### src/rtl/bin_to_bcd_seq.sv
// Sequential double-dabble binary to packed-BCD converter.
// One input bit per clock; results are registered and held between runs.
module bin_to_bcd_seq #(
  parameter int IN_W   = 32,
  parameter int DIGITS = 10
) (
  input  logic                  sys_clk,
  input  logic                  rst,
  input  logic                  start,
  input  logic [IN_W-1:0]       bin_in,
  output logic                  busy,
  output logic                  done,
  output logic [4*DIGITS-1:0]   bcd_out,
  output logic [3:0]            digit_count
);

  localparam int CW = $clog2(IN_W + 1);

  typedef enum logic {IDLE, SHIFT} state_e;

  state_e                state_q, state_d;
  logic [IN_W-1:0]       shift_q;
  logic [4*DIGITS-1:0]   scr_q;
  logic [CW-1:0]         cnt_q;
  logic [4*DIGITS-1:0]   bcd_q;
  logic [3:0]            dcnt_q;
  logic                  done_q;

  logic [4*DIGITS-1:0]   adj;
  logic [4*DIGITS-1:0]   shifted;
  logic [3:0]            ndig;
  logic                  last;
  logic                  accept;

  assign last   = (state_q == SHIFT) && (cnt_q == CW'(1));
  // A start seen on the finishing edge chains straight into the next run
  assign accept = start && ((state_q == IDLE) || last);

  always_comb begin
    adj = scr_q;
    for (int k = 0; k < DIGITS; k++) begin
      if (scr_q[4*k +: 4] >= 4'd5)
        adj[4*k +: 4] = scr_q[4*k +: 4] + 4'd3;
    end
  end

  assign shifted = {adj[4*DIGITS-2:0], shift_q[IN_W-1]};

  always_comb begin
    ndig = 4'd1;
    for (int k = 0; k < DIGITS; k++) begin
      if (shifted[4*k +: 4] != 4'd0)
        ndig = 4'(k + 1);
    end
  end

  always_ff @(posedge sys_clk or posedge rst) begin
    if (rst) begin
      state_q <= IDLE;
    end else begin
      state_q <= state_d;
    end
  end

  always_comb begin
    state_d = state_q;
    unique case (state_q)
      IDLE:  if (start) state_d = SHIFT;
      SHIFT: if (last && !start) state_d = IDLE;
      default: state_d = IDLE;
    endcase
  end

  always_comb begin
    busy = (state_q == SHIFT);
  end

  always_ff @(posedge sys_clk or posedge rst) begin
    if (rst) begin
      shift_q <= '0;
      scr_q   <= '0;
      cnt_q   <= '0;
      bcd_q   <= '0;
      dcnt_q  <= 4'd1;
      done_q  <= 1'b0;
    end else begin
      done_q <= last;
      if (last) begin
        bcd_q  <= shifted;
        dcnt_q <= ndig;
      end
      if (accept) begin
        shift_q <= bin_in;
        scr_q   <= '0;
        cnt_q   <= CW'(IN_W);
      end else if (state_q == SHIFT) begin
        shift_q <= shift_q << 1;
        scr_q   <= shifted;
        cnt_q   <= cnt_q - CW'(1);
      end
    end
  end

  assign done        = done_q;
  assign bcd_out     = bcd_q;
  assign digit_count = dcnt_q;

endmodule

### config.mk
export PLATFORM = sky130hd
export DESIGN_NAME = bin_to_bcd_seq
export DESIGN_NICKNAME = d
export VERILOG_FILES = /design/src/rtl/bin_to_bcd_seq.sv
export SDC_FILE = /design/constraint.sdc
export NUM_CORES = 1
export LEC_CHECK = 0
export ABC_CLOCK_PERIOD_IN_PS = 8600
export CORE_ASPECT_RATIO = 0.6
export CORE_MARGIN = 5
export CORE_UTILIZATION = 45
export CTS_BUF_LIST = sky130_fd_sc_hd__clkbuf_2
export DETAILED_ROUTE_END_ITERATION = 6
export GPL_ROUTABILITY_DRIVEN = 0
export MAX_ROUTING_LAYER = met4
export PLACE_DENSITY_LB_ADDON = 0.15
export SYNTH_ARGS = -nofsm -noshare
export SYNTH_HDL_FRONTEND = slang
export SYNTH_SLANG_ARGS = --single-unit
### constraint.sdc
create_clock -name sys_clk -period 8.6 [get_ports sys_clk]
set_input_delay 1.72 -clock sys_clk [delete_from_list [all_inputs] [get_ports sys_clk]]
set_output_delay 1.72 -clock sys_clk [all_outputs]
set_load 0.01 [all_outputs]
-- Word level (Yosys, flattened, before mapping)
Cells that the tools add are included.
- RAM bits: 0
- bits in registers: 124
- bits of input ports: 35
- ROM bits: 0
- output and inout port bits: 46
- bits in latches: 0
- memories: 0
- shifts and indexed selects: 0
- div/mod/pow operators: 0
- $mul: 0
- eq/ne operators: 1
- bitwise gates (word level): 1
- order comparisons: 10
- reduce and logical (&&, ||, !) cells: 15
- add/subtract/negate cells: 11
- muxes and demuxes: 28
- operator list (cell ; count):
    40-bit 2-to-1 mux ; 2
    4-bit 2-to-1 mux ; 17
    32-bit 2-to-1 mux ; 2
    4-bit by 3-bit greater-or-equal comparator with 1-bit output (second input constant) ; 10
    4-bit by 2-bit adder with 4-bit output (second input constant) ; 9
    4-bit nonzero test ; 9
    6-bit 2-to-1 mux ; 2
    6-bit by 1-bit == test with 1-bit output (second input constant) ; 1
    6-bit by 1-bit subtractor with 6-bit output (second input constant) ; 1
    3-bit by 2-bit adder with 3-bit output (second input constant) ; 1
    1-bit logical AND ; 3
    3-bit 2-to-1 mux ; 1
    1-bit 2-to-1 mux ; 2
    2-bit 2-to-1 mux ; 1
    1-bit one-hot mux with 2 select lines ; 1
    2-bit nonzero test ; 1
    1-bit zero test ; 1
    1-bit logical OR ; 1
    1-bit NOT ; 1

-- Depth between registers and ports, before layout
- depth in word-level cells: 12
- gate-level depth with buffers: 10
- gate-level depth less buffers: 10

-- Least setup slack after synthesis
OpenSTA, ideal clock, no wires.
- kind: input -> register
- start: input port start
- end: register shift_q[10]
- setup slack: 5.884 ns
- cell stages on the path: 5
- arrival time: 2.651 ns
- cell sequence: nor2_1 > clkbuf_1 > clkbuf_1 > a22oi_1 > nand2_1
- word-level cells in the longest chain between the ends: 2
- elaborated cells on any way between the ends: 3
- those cells by class: mux (1); reduce/logical (2)
- ends and longest elaborated chain (element ; line ; text):
    start, declared ; 9 ; input logic start,
    1-bit logical AND * ; 37 ; assign accept = start && ((state_q == IDLE) || last);
    32-bit 2-to-1 mux / 2-bit nonzero test (equally long branches) ; n/a ;
    end signal, assigned ; 93 ; shift_q <= bin_in;
    end signal, assigned ; 97 ; shift_q <= shift_q << 1;
    end, declared ; 22 ; logic [IN_W-1:0] shift_q;
Mark *: on every way between the ends. The rest lies on a longest branch, timed or not.
A chain may end at the register's enable or synchronous reset.

-- Final worst setup path
- start: register dcnt_q[0] (netlist: digit_count[0])
- end: output port digit_count[0]
- RTL lines (element ; line ; text):
    start, declared ; 26 ; logic [3:0] dcnt_q;
    start signal, assigned ; 90 ; dcnt_q <= ndig;
    end, declared ; 14 ; output logic [3:0] digit_count
No word-level cell between the ends.

==> metrics <==
Post-synth EDFFs=0; vias per std cell=5.44; Final Skew=31.1 ps; Net Count, Synth=702; register area share after synthesis=51.6%; first-pass GRT wire length=24600 um; mux contribution to synthesized area=2.10%; most frequent cell after synthesis=nand2_1; Die H=99.5 um; Top Ports=81; largest net degree at the start of global routing=96; Layout Area Growth over Synthesis=18.8%; Tot Pwr=2.69 mW; crit path capture type=output pin; Max IR drop VDD=0.185 mV; hold_buf cts=0; Worst Hold Class=register to register; run status=completed; worst path cell trace=clkdlybuf4s50_1; Yosys Warn Count=0; crit path time final=3450 ps; gr usage total=19.6%; wire per inst=16.3 um; reg2reg start=cnt_q[0]; Area contributors post-synth=dfrtp_1 51%, nand2_1 11%, ha_1 4.6%; Critical Path AT=1730 ps; grt total ovfl=0; WP buf/inv=1; IO buf count=80; final instance area=0.00714 mm2; CTS H-tree lvls=4; Antenna diodes=0; worst-margin pin slew=969 ps; CP Max Fanout=2; Worst path slowest cell=dfstp_2; Min-Delay Endpoint=shift_q[15]; Synth top area share=51.2%; Root Driver=clkbuf_2; Startpoint Class=register; Starting Density=46.3%; RSZ-0062 raised after global routing=false; number of max-cap violations=0; Synth Area in Compound Gates=16.5%; # clock sinks=124; fin util=55.1%; Cells after Synth=645; Residual DRC=0; FFs w/ async S/R, synth=100%; CTS tree=built; vias in the first global route=4971; Cell Area, Placed=0.00692 mm2; cell accounting for the most synthesized area=dfrtp_1; Slew Viols, Final=0; Die W=159 um; clock-pin slew on the worst setup and hold paths=180 ps; Sw Ratio=41.2%; Reg2Reg Setup Slack=5290 ps; CP delay by family, top=flip-flops; Fin. Hold Viols=0; top cells by count, synth=169 x nand2_1, 123 x dfrtp_1, 38 x a21oi_1; Hold Path Depth=2; Unique masters post-synth=46; largest family of logic cells by synthesized area=simple AND/OR/NAND/NOR gates; Final Setup Violations=0; Clock Power Share=13.7%; Routed Antenna Nets=0; clk buf depth=2; Via Count=4878; Mapped Area=0.00601 mm2; Core ar.=0.0130 mm2; antenna violations before repair=0; internal power=1.58 mW; ys flop type=dfrtp_1; Synth Area in XOR/XNOR=2.04%; Post-CTS Setup Bufs=0; reg2reg end=digit_count[3]; Pre-Repair DR Iteration Count=4; cells on worst reg2reg path=9; Final Net Count=772; Hold Crit Start=shift_q[14]; hold slack=477 ps; DR iter-0 viols=287; Cell Rows=32; switching power=1.11 mW; Tcrit/Tclk final=40.1%; worst skew pair latency=650 ps; die area=0.0158 mm2; layout cells sized above 1=6.46%; dpl hpwl=9830 um; Critical Path Max Stage Delay=570 ps; Pleak=3.30 nW; syn avg cell area=9.32 um2; Adder-Cell Fraction of Synth Area=4.58%; simple-gate share of the synthesized area=19.1%; setup TNS=0 ps; sequential power share=38.9%; CTS buffer count=17; FF+latch count, synth=124; Slew Limit Headroom=35.4%; Cell Pwr Density=376 mW/mm2; Detailed Route WL=14700 um; Crit Path Category=register to output pin; Fmax=290 MHz; Gate power share=47.4%; post-CTS resize count=0; critical path required time=6880 ps
[final cells by class]
type / instances / area (um2)
repair buffers: 84 / 831
flip-flops and latches: 124 / 3100
clock inverters: 11 / 126
fillers: 1174 / 5830
clock buffers: 20 / 100
multi-input cells: 464 / 2680
inverters: 24 / 93.8
well taps: 170 / 213
[registers in the layout, indices dropped and copies added (netlist names)]
name         flops
cnt_q            6
busy             1
scr_q           40
done             1
shift_q         32
digit_count      4
bcd_out         40
[layer usage]
layer | vias up | wire (um) | GRT usage, %
met4 | 0 | 214 | 5.70
met5 | - | 0 | -
met2 | 128 | 6680 | 30.2
met3 | 22 | 724 | 4.31
met1 | 2361 | 7030 | 26.4
li1 | 2367 | - | -
[how the worst max path moves through the flow]
| stage | startpoint | endpoint | slack [ps] | cells after the start |
|---|---|---|---|---|
| 4_1_cts | digit_count[0] | digit_count[0] | 5080 | 1 |
| 5_1_grt | cnt_q[1] | digit_count[3] | 5050 | 10 |
| 6_report | digit_count[0] | digit_count[0] | 5150 | 1 |
| 3_5_place_dp | start | scr_q[11] | 4650 | 6 |
| 2_1_floorplan | rst | bcd_out[0] | 3580 | 1 |
| 3_3_place_gp | start | scr_q[11] | 4700 | 6 |
[placed cells by master (no fill, tap or decap), types with 10 or more instances in the layout]
| master | instances |
|---|---|
| nor3b_1 | 11 |
| nand3_1 | 10 |
| xnor2_1 | 11 |
| nor2_1 | 29 |
| clkbuf_2 | 20 |
| o21ai_0 | 32 |
| a21oi_1 | 38 |
| dfrtp_1 | 123 |
| a22oi_1 | 32 |
| inv_1 | 22 |
| nand2_1 | 169 |
| o31ai_1 | 27 |
| nand2b_1 | 16 |
| ha_1 | 22 |
| clkdlybuf4s50_1 | 80 |
[cell families after synthesis]
logic type | after synthesis
fa+ha+maj | 22
mux | 12
flops | 124
compound gates | 157
xor+xnor | 14
buf+inv | 57
simple gates | 259
[stage by stage]
stage | std cells | worst slack (ps)
detailed placement | 866 | 4650
global route | 897 | 5050
CTS | 897 | 5080
finish | 897 | 5150
global placement | 866 | 4700
floorplan | 645 | 3580
[power groups by stage]
stage / sequential (mW) / clock (mW) / combinational, mW
after floorplan: 1.04 / 0 / 0.809
after global placement: 1.04 / 0 / 1.21
after detailed placement: 1.05 / 0 / 1.27
after CTS: 1.04 / 0.378 / 1.29
after global routing: 1.08 / 0.401 / 1.43
final: 1.04 / 0.369 / 1.27
Power figures use the tool's default switching activity.
